### config.mk
export PLATFORM = sky130hd
export DESIGN_NAME = canv_disp_unpack
export DESIGN_NICKNAME = d
export VERILOG_FILES = /design/src/rtl/canv_disp_unpack.sv
export SDC_FILE = /design/constraint.sdc
export NUM_CORES = 1
export LEC_CHECK = 0
export ABC_CLOCK_PERIOD_IN_PS = 2240
export CAP_MARGIN = 30
export CORE_ASPECT_RATIO = 1.4
export CORE_MARGIN = 2
export CORE_UTILIZATION = 47
export DETAILED_ROUTE_END_ITERATION = 8
export HOLD_SLACK_MARGIN = 0.06
export PLACE_DENSITY = 0.83
export SYNTH_ARGS = -nofsm -noshare
export SYNTH_HDL_FRONTEND = slang
export SYNTH_SLANG_ARGS = --single-unit
### constraint.sdc
create_clock -name clk_pix -period 2.24 [get_ports clk_pix]
set_input_delay 0.56 -clock clk_pix [delete_from_list [all_inputs] [get_ports clk_pix]]
set_output_delay 0.56 -clock clk_pix [all_outputs]
set_load 0.02 [all_outputs]
### src/rtl/canv_disp_unpack.sv
// Canvas display pixel unpacker: issues VRAM reads with same-word suppression,
// extracts the packed colour index for each pixel and presents it to the CLUT.
module canv_disp_unpack #(
   parameter int WORD     = 32,
   parameter int ADDRW    = 14,
   parameter int PIX_IDW  = $clog2(WORD),
   parameter int SHIFTW   = 3,
   parameter int CIDXW    = 8,
   parameter int VRAM_LAT = 1
) (
   input  logic               clk_pix,
   input  logic               rst_pix,
   input  logic               frame_start,
   input  logic               rd_en,
   input  logic [ADDRW-1:0]   addr,
   input  logic [PIX_IDW-1:0] pix_id,
   input  logic [SHIFTW-1:0]  addr_shift,
   input  logic [CIDXW-1:0]   bg_idx,
   output logic [ADDRW-1:0]   vram_addr,
   output logic               vram_re,
   input  logic [WORD-1:0]    vram_data,
   output logic [CIDXW-1:0]   clut_idx,
   output logic               canv_px
);

   localparam int LOG2W = $clog2(WORD);

   logic                           vramRe_q, vramRe_d;
   logic [ADDRW-1:0]               vramAddr_q, vramAddr_d;
   logic                           lastValid_q, lastValid_d;
   logic [VRAM_LAT:0]              dlyRd_q, dlyRd_d;
   logic [VRAM_LAT:0]              dlyIss_q, dlyIss_d;
   logic [VRAM_LAT:0][PIX_IDW-1:0] dlyPid_q, dlyPid_d;
   logic [VRAM_LAT:0][SHIFTW-1:0]  dlyShift_q, dlyShift_d;
   logic [WORD-1:0]                wordHold_q, wordHold_d;
   logic [CIDXW-1:0]               clutIdx_q, clutIdx_d;
   logic                           canvPx_q, canvPx_d;

   logic                           issue;
   logic                           tailRd;
   logic                           tailIss;
   logic [PIX_IDW-1:0]             tailPid;
   logic [SHIFTW-1:0]              tailShift;
   logic [WORD-1:0]                srcWord;
   int                             shiftAmt;
   logic [PIX_IDW-1:0]             pidMasked;
   logic [PIX_IDW-1:0]             bitOff;
   logic [WORD-1:0]                bppMask;
   logic [WORD-1:0]                pixBits;

   // The held VRAM address doubles as the last-requested address, since both
   // change only when a read is issued.
   always_comb begin
      issue       = rd_en && (frame_start || !lastValid_q || (addr != vramAddr_q));
      vramRe_d    = issue;
      vramAddr_d  = issue ? addr : vramAddr_q;
      lastValid_d = issue ? 1'b1 : (frame_start ? 1'b0 : lastValid_q);
      dlyRd_d     = {dlyRd_q[VRAM_LAT-1:0], rd_en};
      dlyIss_d    = {dlyIss_q[VRAM_LAT-1:0], issue};
      dlyPid_d    = {dlyPid_q[VRAM_LAT-1:0], pix_id};
      dlyShift_d  = {dlyShift_q[VRAM_LAT-1:0], addr_shift};
   end

   always_comb begin
      tailRd    = dlyRd_q[VRAM_LAT];
      tailIss   = dlyIss_q[VRAM_LAT];
      tailPid   = dlyPid_q[VRAM_LAT];
      tailShift = dlyShift_q[VRAM_LAT];
      srcWord   = tailIss ? vram_data : wordHold_q;
      shiftAmt  = (int'(tailShift) > LOG2W) ? LOG2W : int'(tailShift);
      pidMasked = tailPid & PIX_IDW'((1 << shiftAmt) - 1);
      // pid * bpp, where bpp = 2^(LOG2W - s); a full-word shift yields an all-ones mask
      bitOff    = pidMasked << (LOG2W - shiftAmt);
      bppMask   = ~({WORD{1'b1}} << (WORD >> shiftAmt));
      pixBits   = (srcWord >> bitOff) & bppMask;
      wordHold_d = srcWord;
      clutIdx_d  = tailRd ? CIDXW'(pixBits) : bg_idx;
      canvPx_d   = tailRd;
   end

   always_ff @(posedge clk_pix) begin
      if (rst_pix) begin
         vramRe_q    <= 1'b0;
         vramAddr_q  <= '0;
         lastValid_q <= 1'b0;
         dlyRd_q     <= '0;
         dlyIss_q    <= '0;
         dlyPid_q    <= '0;
         dlyShift_q  <= '0;
         wordHold_q  <= '0;
         clutIdx_q   <= '0;
         canvPx_q    <= 1'b0;
      end else begin
         vramRe_q    <= vramRe_d;
         vramAddr_q  <= vramAddr_d;
         lastValid_q <= lastValid_d;
         dlyRd_q     <= dlyRd_d;
         dlyIss_q    <= dlyIss_d;
         dlyPid_q    <= dlyPid_d;
         dlyShift_q  <= dlyShift_d;
         wordHold_q  <= wordHold_d;
         clutIdx_q   <= clutIdx_d;
         canvPx_q    <= canvPx_d;
      end
   end

   assign vram_re   = vramRe_q;
   assign vram_addr = vramAddr_q;
   assign clut_idx  = clutIdx_q;
   assign canv_px   = canvPx_q;

endmodule

== Word-level counts from Yosys, hierarchy flattened ==
Index checks and enable logic that the tools add are counted.
Word-level totals
  register bits after elaboration: 77
  input bits: 66
  output and inout port bits: 24
Operators by class
  add/subtract/negate cells: 2
  order comparisons: 1
  equality and inequality tests: 1
  shift operators: 5
  multiplexer cells: 5
  bitwise gates (word level): 3
  reductions and logical operators: 5
Operator list (count)
  $mux W32: 1
  $shl A32 B32 Y8 const A: 1
  $shl A5 B32 Y5: 1
  $shr A32 B5 Y8: 1
  $shr A6 B3 Y32 const A: 1
  $ne A14 B14 Y1: 1
  $and A8 B8 Y8: 1
  $mux W8: 1
  $not A8 Y8: 1
  $and A5 B5 Y5: 1
  $shl A1 B3 Y5 const A: 1
  $sub A5 B2 Y5 const B: 1
  $sub A3 B3 Y4 const A: 1
  $gt A3 B3 Y1 const B: 1
  $mux W3: 1
  $logic_or A1 B1 Y1: 2
  $mux W1: 2
  $reduce_bool A2 Y1: 1
  $logic_and A1 B1 Y1: 1
  $logic_not A1 Y1: 1

== Logic depth before layout (Yosys ltp) ==
  depth after elaboration: 9
  gate-level depth with buffers: 10
  mapped depth without buffers: 7

== Worst setup path after synthesis ==
Ideal clock, no wire load.
  path kind: in2reg
  start: in addr[8]
  end: reg vramAddr_q[10], in the netlist vram_addr[10]
  library setup time: 128 ps
  data arrival time: 2095 ps
  slack: 18 ps
  cell stages on the path: 7
  buffers on the path: 1
  cells stage by stage: xor2_1 > nor4_1 > nand4_1 > o31ai_1 > buf_2 > mux2i_1 > nor2_1
Between the ends
  word-level cells in the longest chain between the ends: 3
Ends and longest elaborated chain
  from (decl): RTL line 15  | input logic [ADDRW-1:0] addr,
  $ne A14 B14 Y1: RTL line 54  | issue = rd_en && (frame_start || !lastValid_q || (addr != vramAddr_q));
  $logic_or A1 B1 Y1: RTL line 54
  $logic_and A1 B1 Y1: RTL line 54
  to (signal assigned): RTL line 95  | vramAddr_q <= vramAddr_d;
  to (decl): RTL line 29  | logic [ADDRW-1:0] vramAddr_q, vramAddr_d;
Every way passes these cells.
A chain may end at the register's enable or synchronous reset.

== Worst setup path in the final report ==
  start: reg dlyShift_q, in the netlist tailShift[0]
  end: reg clutIdx_q[2], in the netlist clut_idx[2]
Between the ends
  word-level cells in the longest chain between the ends: 9
  elaborated cells on any way between the ends: 13
Ends and longest elaborated chain
  from (decl): RTL line 34  | logic [VRAM_LAT:0][SHIFTW-1:0] dlyShift_q, dlyShift_d;
  from (signal assigned): RTL line 100  | dlyShift_q <= dlyShift_d;
  $gt A3 B3 Y1: RTL line 70  | shiftAmt = (int'(tailShift) > LOG2W) ? LOG2W : int'(tailShift);
  $mux W3 (*): RTL line 70
  $shl A1 B3 Y5: RTL line 71  | pidMasked = tailPid & PIX_IDW'((1 << shiftAmt) - 1);
  $sub A5 B2 Y5: RTL line 71
  $and A5 B5 Y5: RTL line 71
  $shl A5 B32 Y5: RTL line 73  | bitOff = pidMasked << (LOG2W - shiftAmt);
  $shr A32 B5 Y8: RTL line 75  | pixBits = (srcWord >> bitOff) & bppMask;
  $and A8 B8 Y8 (*): RTL line 75
  $mux W8 (*): RTL line 77  | clutIdx_d = tailRd ? CIDXW'(pixBits) : bg_idx;
  to (signal assigned): RTL line 102  | clutIdx_q <= clutIdx_d;
  to (decl): RTL line 36  | logic [CIDXW-1:0] clutIdx_q, clutIdx_d;
Every way passes the cells marked *; elsewhere a longest branch is shown, timed or not.

==> summary.txt <==
status: finished, violations left
failing checks: setup timing
diode count: 0
Root Driver: clkbuf_16
gr ovfl total: 0
cts bufs inserted: 9
Vias per Instance: 5.90
clk_lat worst skew: 340 ps
power per cell area: 543 nW/um2
Clock Skew: 5.24 ps
Final period util: 101%
actual slew at the worst max-slew pin: 660 ps
Setup Viol. Count Final: 1
minimum clock period: 2270 ps
CP Data Required Time: 2530 ps
synth cell count leaders: dfxtp_1 (76), nor2_1 (59), mux2i_1 (58)
largest net degree at the start of global routing: 65
Area after DPL: 5860 um2
# IOs: 90
share of the synthesized area in the top cell type: 35.3%
CTS Buffer Depth: 2
Mean Syn Cell Area: 8.95 um2
post-synth top area cell: dfxtp_1
Min-Delay Path Class: reg2reg
die height: 117 um
crit-path max FO: 10
Final Hold Vio Count: 0
Sw Ratio: 25.6%
worst hold slack: 438 ps
Syn. warnings: 0
Post-Syn Instances: 481
Worst path top cell family by delay: compound AO/OA/AOI/OAI gates
Seq/Total Area, Yosys: 35.3%
Worst IR Drop VDD: 0.475 mV
Comb pwr share: 19.8%
Post-Route Utilization: 73.3%
fillers: 644
final worst slack: -31.5 ps
CTS tree: built
Worst EP arrival: 2560 ps
part of the power in registers: 40.6%
FFs w/ async S/R, synth: 0%
Die Span X: 84.9 um
synth unique cells: 64
Worst setup EP type: flip-flop
cell with the most instances after synthesis: dfxtp_1
cell area after synthesis: 4300 um2
area grow syn2layout: 52.8%
Leak Pwr: 2.72 nW
cts hold-fix bufs: 0
Area contributors post-synth: dfxtp_1 (35%), mux2i_1 (13%), nor2_1 (5.1%), mux4_2 (4.2%), nor2b_1 (3.5%)
die area: 9950 um2
share of layout cells above drive strength 1: 27.4%
# clock sinks: 76
Rows: 41
final instance area: 6580 um2
CP bufs+invs: 2
Residual DRC: 0
Worst setup SP type: flip-flop
Final nets: 720
syn nets: 547
CP max-delay cell: dfxtp_4
IO buf count: 89
initial antenna violation count: 0
First DRT Iteration DRCs: 355
vias in the first global route: 4255
Initial Utilization: 47.9%
Register Area: 1540 um2
Multi-input gate area: 2780 um2
FMAX: 440 MHz
Slew HR: 56.0%
Routed WL: 14100 um
Pint: 2.66 mW
Largest stage delay, worst path: 360 ps
EDFF count, synth: 0
routed via count: 4517
Clk network pwr share: 39.6%
core area: 8980 um2
Final GP Congestion: 0.947
worst path cell trace: buf_4, o211ai_2, buf_6, mux2_2, a221o_1, a21oi_1, o21ai_0, o31ai_1, a211o_1
ys flop type: dfxtp_1
GR Util All Layers: 26.6%
Crit Path Category: reg2reg
Synth Register Bits: 76
RSZ-0062 raised after global routing: true
NetSw: 0.916 mW
Final Max Tran Viols: 0
first-pass GRT wire length: 20700 um
H-tree depth: 3
max_cap viols: 0
dpl hpwl: 9900 um
first drt pass iteration count: 5
Avg WL per Cell: 18.4 um
Clk pin slew, worst setup/hold paths: 60 ps
post-route ant nets: 0
## power by group through the flow
stage                     Sequential (mW)  Combinational (mW)  Clock, mW
after floorplan                      1.50               0.295          0
after detailed placement             1.48               0.651          0
after CTS                            1.45               0.661       1.43
final                                1.45               0.706       1.42
after global placement               1.48               0.635          0
after global routing                 1.46               0.753       1.47
## metrics by stage
stage	power, mW	TNS (ps)	instances	worst slack [ps]
floorplan	1.80	0	481	17.5
global placement	2.11	-5210	727	-308
detailed placement	2.13	-5970	727	-356
CTS	3.54	-2.02	744	-2.02
global route	3.68	-390	765	-76.9
finish	3.58	-31.5	765	-31.5
## placed cells by master, fill, tap and decap left out, types with 3 or more instances in the layout
cell	synthesis	final
a31o_2	4	4
nand3_1	18	18
buf_4	3	93
a211oi_1	5	5
a21o_1	5	5
nand4_1	3	3
xor2_1	4	4
nand2b_1	3	3
nand2_1	37	37
nor2b_1	24	24
o211ai_1	9	9
clkdlybuf4s50_1	0	84
and3_1	4	4
dfxtp_4	0	4
o21ai_1	1	3
mux2i_2	0	12
dfxtp_1	76	71
o211a_1	3	3
buf_6	2	4
a221oi_1	4	4
nor3_1	11	10
mux2i_4	0	3
mux2_2	7	7
nor2_1	59	59
clkbuf_16	0	11
xnor2_1	10	10
buf_12	0	7
o21ai_0	15	12
a211o_1	3	3
dlymetal6s2s_1	0	4
a31oi_1	5	4
a21oi_1	14	13
and2_1	6	6
mux4_2	8	8
o31ai_1	4	3
mux2i_1	58	43
## routing by layer
layer / vias up / global-route usage (%) / part of all wire [%] / routed length, um
li1: 2108 / - / - / -
met1: 2140 / 29.2 / 37 / 5180
met2: 217 / 48.2 / 52 / 7320
met3: 52 / 5.05 / 7.0 / 986
met4: 0 / 14.4 / 4.0 / 561
met5: - / 0 / 0 / 0
## cell families after synthesis
kind of cell	after synthesis	synth area share [%]
AND/OR/NAND/NOR	176	19.6
AO/OA/AOI/OAI	104	18.1
flip-flops	76	35.3
multiplexers	74	19.9
buffers and inverters	37	4.24
XOR/XNOR	14	2.85
## cell type report
type                            count  area share [%]
Inverter                            2           0.114
Clock buffer                       11            3.54
Sequential cell                    76            23.4
Tap cell                          107            2.03
Timing Repair Buffer              197            28.0
Multi-Input combinational cell    368            42.2
Clock inverter                      4           0.780
## worst paths after layout
| kind | endpoint | from | slack, ps | cells after the start |
|---|---|---|---|---|
| hold reg to reg | tailPid[2]$_SDFF_PP0_ | dlyPid_d[7]$_SDFF_PP0_ | 440 | 1 |
| setup reg to reg | clut_idx[2]$_SDFF_PP0_ | tailShift[0]$_SDFF_PP0_ | -30 | 9 |
| hold / removal | tailPid[2]$_SDFF_PP0_ | dlyPid_d[7]$_SDFF_PP0_ | 440 | 1 |
| setup / recovery | clut_idx[2]$_SDFF_PP0_ | tailShift[0]$_SDFF_PP0_ | -30 | 9 |
## timing repair
item | 4_1_cts | 5_1_grt
gates cloned | 0 | 2
endpoints found under the hold margin | 0 | 0
setup endpoints to repair | 7 | 20
gates resized for setup | 14 | 43
setup buffers | 2 | 19
pin swaps | 1 | 18
## worst reg2reg max path: cells and delay by family (launching register included)
family,cells,cell delay [ps]
buffers and inverters,2,370
AO/OA/AOI/OAI,6,1150
flip-flops,1,360
multiplexers,1,350
## flip-flops by register name, indices dropped and copies added, names as in the netlist
register and flops:
dlyPid_d 5, dlyIss_q 2, tailPid 5, vram_addr 14
canv_px 1, lastValid_q 1, dlyRd_q 2, clut_idx 8
wordHold_q 32, dlyShift_d 3, tailShift 3
(Power assumes the default switching activity.)
==> variant 1: new RTL, same settings <==
Reset style: asynchronous (`rst_pix`), changed in one clocked block.
--- a/src/rtl/canv_disp_unpack.sv
+++ b/src/rtl/canv_disp_unpack.sv
@@ -78,7 +78,7 @@
       canvPx_d   = tailRd;
    end
 
-   always_ff @(posedge clk_pix) begin
+   always_ff @(posedge clk_pix or posedge rst_pix) begin
       if (rst_pix) begin
          vramRe_q    <= 1'b0;
          vramAddr_q  <= '0;
Formal check against the unedited RTL: differs if rst_pix is asserted again (counterexample within 4 cycles, from zero or initial values and one cycle with rst_pix high); with rst_pix held inactive, the same outputs for 10 cycles.
==> variant 1 against the unedited design <==
  * Total power up 18%
  * Hold slack worse by 0.097 ns
  * Synthesized cell count fell by 12%
  * Design area is 0.36% lower
  * Sequential cell count stayed put
  * Worst setup slack better by 0.076 ns
  * Die area up 5.1%
  * Wire length is 6.6% lower
  * Area after synthesis grew 5.3%
  * Critical endpoint is now clut_idx[4]$_DFF_PP0_
  * Combinational power grew 77%
  * Critical path depth shrank 1
==> variant 1: results (changes against the unedited design) <==
Status:
- Run status: completed (was finished with violations).

Cells and area:
- The number of flip-flops and latches is 76 (unchanged).
- The register fraction of the total cell area is 29.1% (was 23.4%).
- The count of buffers not belonging to the clock network in the layout was 187 (was 197).
- The area of the multi-input gates is 2420 µm² (was 2780 µm²).
- The proportion of layout cells with a drive suffix above 1 is 29.1% (was 27.4%).
- The clock-cell share of area is 4.31% (was 4.32%).
- The count of multi-input gates is 285 (was 368).

Setup path:
- The maximum single-stage delay on the critical path was 0.45 ns (was 0.36 ns).
- The slowest stage cell on the critical path is sky130_fd_sc_hd__dfrtp_2 (was sky130_fd_sc_hd__dfxtp_4).
- The data arrival time at the worst-slack endpoint came to 2.43 ns (was 2.56 ns).
- The capturing element of the worst setup path is clut_idx[4]$_DFF_PP0_ (was clut_idx[2]$_SDFF_PP0_).

Synthesis:
- The mux cell area share after synthesis is 26.3% (was 19.9%).
- Main area contributors after synthesis: sky130_fd_sc_hd__dfrtp_1 42%, sky130_fd_sc_hd__mux2i_1 17%, sky130_fd_sc_hd__mux2_2 5.7% (was sky130_fd_sc_hd__dfxtp_1 35%, sky130_fd_sc_hd__mux2i_1 13%, sky130_fd_sc_hd__nor2_1 5.1%).
- The number of standard cells after synthesis is 422 (was 481).
- The unique cell type count in the Yosys netlist is 57 (was 64).
- The share of synthesized area occupied by flip-flops and latches came to 42.0% (was 35.3%).
- Synth cell count leaders: 76 x sky130_fd_sc_hd__dfrtp_1, 76 x sky130_fd_sc_hd__mux2i_1, 28 x sky130_fd_sc_hd__inv_1 (was 76 x sky130_fd_sc_hd__dfxtp_1, 59 x sky130_fd_sc_hd__nor2_1, 58 x sky130_fd_sc_hd__mux2i_1).

Global route:
- The global routing usage on met3 was 5.12% (was 5.05%).
- The met1 track demand over resource is 28.1% (was 29.2%).
- The combined global-route utilization of all metal layers was 26.0% (was 26.6%).
- The first-pass GRT wire length was 20.7 mm (about the same).

Hold path:
- The hold path endpoint is tailShift[1]$_DFF_PP0_ (was tailPid[2]$_SDFF_PP0_).
- The worst min-delay path startpoint is dlyShift_d[4]$_DFF_PP0_ (was dlyPid_d[7]$_SDFF_PP0_).

Power:
- The power of the combinational group came to 1.25 mW (was 0.706 mW).
- The ratio of total power to cell area came to 641 nW/µm² (was 543 nW/µm²).
- The net switching power of the design was 1.29 mW (was 0.916 mW).

Timing:
- The worst slack on hold paths came to 0.341 ns (was 0.438 ns).

Placement:
- The pre-CTS setup slack is -0.284 ns (was -0.356 ns).
- The final estimated routing congestion in global placement is 0.947 (about the same).
==> variant 1: cell types whose count changed after synthesis, moves of 10 or more <==
cell,before,now
sky130_fd_sc_hd__dfrtp_1,0,76
sky130_fd_sc_hd__nand2_1,37,18
sky130_fd_sc_hd__dfxtp_1,76,0
sky130_fd_sc_hd__nor2_1,59,9
sky130_fd_sc_hd__xor2_1,4,14
sky130_fd_sc_hd__mux2i_1,58,76
sky130_fd_sc_hd__inv_1,2,28
sky130_fd_sc_hd__xnor2_1,10,0
sky130_fd_sc_hd__mux2_2,7,23
sky130_fd_sc_hd__nor2b_1,24,5
==> variant 1: per-layer routing <==
layer	part of all wire [%]	vias to the layer above
met3	4.7	42
met5	0	-
met1	36	1963
met2	54	147
met4	4.7	0
li1	-	1877
==> variant 2: new RTL, config.mk and constraints unchanged <==
Made on the original files. Set the parameter `ADDRW` to 13 (it was 14).
--- a/src/rtl/canv_disp_unpack.sv
+++ b/src/rtl/canv_disp_unpack.sv
@@ -2,7 +2,7 @@
 // extracts the packed colour index for each pixel and presents it to the CLUT.
 module canv_disp_unpack #(
    parameter int WORD     = 32,
-   parameter int ADDRW    = 14,
+   parameter int ADDRW    = 13,
    parameter int PIX_IDW  = $clog2(WORD),
    parameter int SHIFTW   = 3,
    parameter int CIDXW    = 8,
Ports: changed (resized addr and vram_addr); port bits go from 90 to 88. The function was not compared with the original's and may differ.
==> variant 2 against the unedited design <==
  * Wire length increased by 5.3%
  * Critical endpoint is now clut_idx[3]$_SDFF_PP0_
  * Design area decreased by 3.2%
  * Clock skew increased by 0.00092 ns
  * Total power shrank 2.2%
  * Utilization decreased by 1.9 points
  * The flow still finishes with violations (setup timing)
  * First-iteration DRC count decreased by 9.6%
  * Highest routed layer unchanged
  * Area after synthesis down 1.0%
  * Clock power decreased by 3%
  * Via count fell by 0.95%
  * Die area is 1.0% lower
  * Worst setup slack improved by 0.029 ns
  * Global-route usage is 3.0 points higher
  * Sequential cell count fell by 1
==> variant 2: results (changes against the unedited design) <==
Status:
- Run status: finished with violations (unchanged).
- Failing checks: setup timing (unchanged).

Synthesis:
- The area share of xor/xnor cells in the synthesized design is 2.67% (was 2.85%).
- The share of synthesized area occupied by flip-flops and latches is 35.3% (about the same).
- The number of synthesized register bits is 75 (was 76).

Cells and area:
- The proportion of layout cells with a drive suffix above 1 is 26.6% (was 27.4%).
- The clock-cell share of area is 4.40% (was 4.32%).
- The final-layout non-clock buffer area share was 27.2% (was 28.0%).
- The count of multi-input gates is 365 (was 368).
- The number of nets at the end of the flow is 702 (was 720).

Routing:
- The number of vias after detailed routing is 4,474 (was 4,517).
- The DRC marker count from the first detailed-route iteration is 321 (was 355).
- The wire length on met2 is 7.69 mm (was 7.32 mm).
- The total detailed-routing wirelength is 14.8 mm (was 14.1 mm).

Hold path:
- The hold path endpoint is tailPid[4]$_SDFF_PP0_ (was tailPid[2]$_SDFF_PP0_).
- The worst min-delay path startpoint is dlyPid_d[9]$_SDFF_PP0_ (was dlyPid_d[7]$_SDFF_PP0_).

Placement:
- The pre-CTS setup slack is -0.371 ns (was -0.356 ns).
- The number of I/O port buffers is 87 (was 89).
- The final estimated routing congestion in global placement is 0.980 (was 0.947).

Timing:
- The number of endpoints failing setup at the final stage is 1 (unchanged).
- The transition time at the pin with the least slew margin was 0.620 ns (was 0.660 ns).
- The worst slack on hold paths came to 0.436 ns (was 0.438 ns).
- The setup TNS after final layout is -0.00240 ns (was -0.0315 ns).
- The smallest setup slack after layout is -0.00240 ns (was -0.0315 ns).
- The setup skew after layout is 0.00616 ns (was 0.00524 ns).

Global route:
- The met2 routing resource usage after global routing is 54.3% (was 48.2%).
- The combined global-route utilization of all metal layers is 29.5% (was 26.6%).
- The maximum number of pins on one net before global-route repair came to 62 (was 65).
- The number of global-route vias before repair is 4,545 (was 4,255).
- The first-pass GRT wire length was 22.5 mm (was 20.7 mm).
- The met1 track demand over resource is 31.7% (was 29.2%).

Setup path:
- The data arrival time at the worst-slack endpoint is 2.49 ns (was 2.56 ns).
- The maximum single-stage delay on the critical path is 0.51 ns (was 0.36 ns).
- The slowest stage cell on the critical path is sky130_fd_sc_hd__mux4_2 (was sky130_fd_sc_hd__dfxtp_4).
- The end of the worst register-to-register path is clut_idx[3]$_SDFF_PP0_ (was clut_idx[2]$_SDFF_PP0_).

Power:
- The reported leakage power is 2.63 nW (was 2.72 nW).
==> variant 2: worst reg2reg max path: cells and delay by family, from the launching register on <==
| kind | cells | cell delay [ns] |
|---|---|---|
| muxes | 3 | 0.74 |
| AOI/OAI and AO/OA | 2 | 0.38 |
| DFF | 1 | 0.37 |
| and+or+nand+nor | 2 | 0.35 |
| buffers and inverters | 2 | 0.30 |
==> variant 2: how the worst max path moves through the flow <==
stage                            start                endpoint
4_1_cts        tailShift[1]$_SDFF_PP0_  clut_idx[3]$_SDFF_PP0_
3_5_place_dp             vram_data[25]  clut_idx[1]$_SDFF_PP0_
5_1_grt        tailShift[0]$_SDFF_PP0_  clut_idx[3]$_SDFF_PP0_
3_3_place_gp             vram_data[25]  clut_idx[1]$_SDFF_PP0_
2_1_floorplan   dlyIss_q[1]$_SDFF_PP0_  clut_idx[5]$_SDFF_PP0_
6_report       tailShift[0]$_SDFF_PP0_  clut_idx[3]$_SDFF_PP0_
==> variant 2: cells by family after synthesis <==
kind of cell | after synthesis
xor gates and xnor gates | 13
AOI/OAI and AO/OA | 104
and+or+nand+nor | 175
DFF | 75
buffers and inverters | 37
muxes | 73
==> variant 2: power by group <==
group | switching [mW] | internal [mW] | leakage, nW
registers | 0.0386 | 1.39 | 0.619
clock network | 0.593 | 0.784 | 0.132
logic | 0.315 | 0.371 | 1.88
==> variant 2: through the flow <==
| step | area [µm²] | cells |
|---|---|---|
| 2_1_floorplan | 4260 | 477 |
| 3_3_place_gp | 5850 | 725 |
| 3_5_place_dp | 5850 | 725 |
| 4_1_cts | 6170 | 743 |
| 5_1_grt | 6370 | 749 |
| 6_report | 6370 | 749 |
==> variant 2: what timing repair did <==
action | in CTS | in global routing
setup buffers | 2 | 4
setup endpoints to repair | 8 | 14
gates cloned | 0 | 2
resized for setup | 10 | 40
pin swaps | 1 | 11
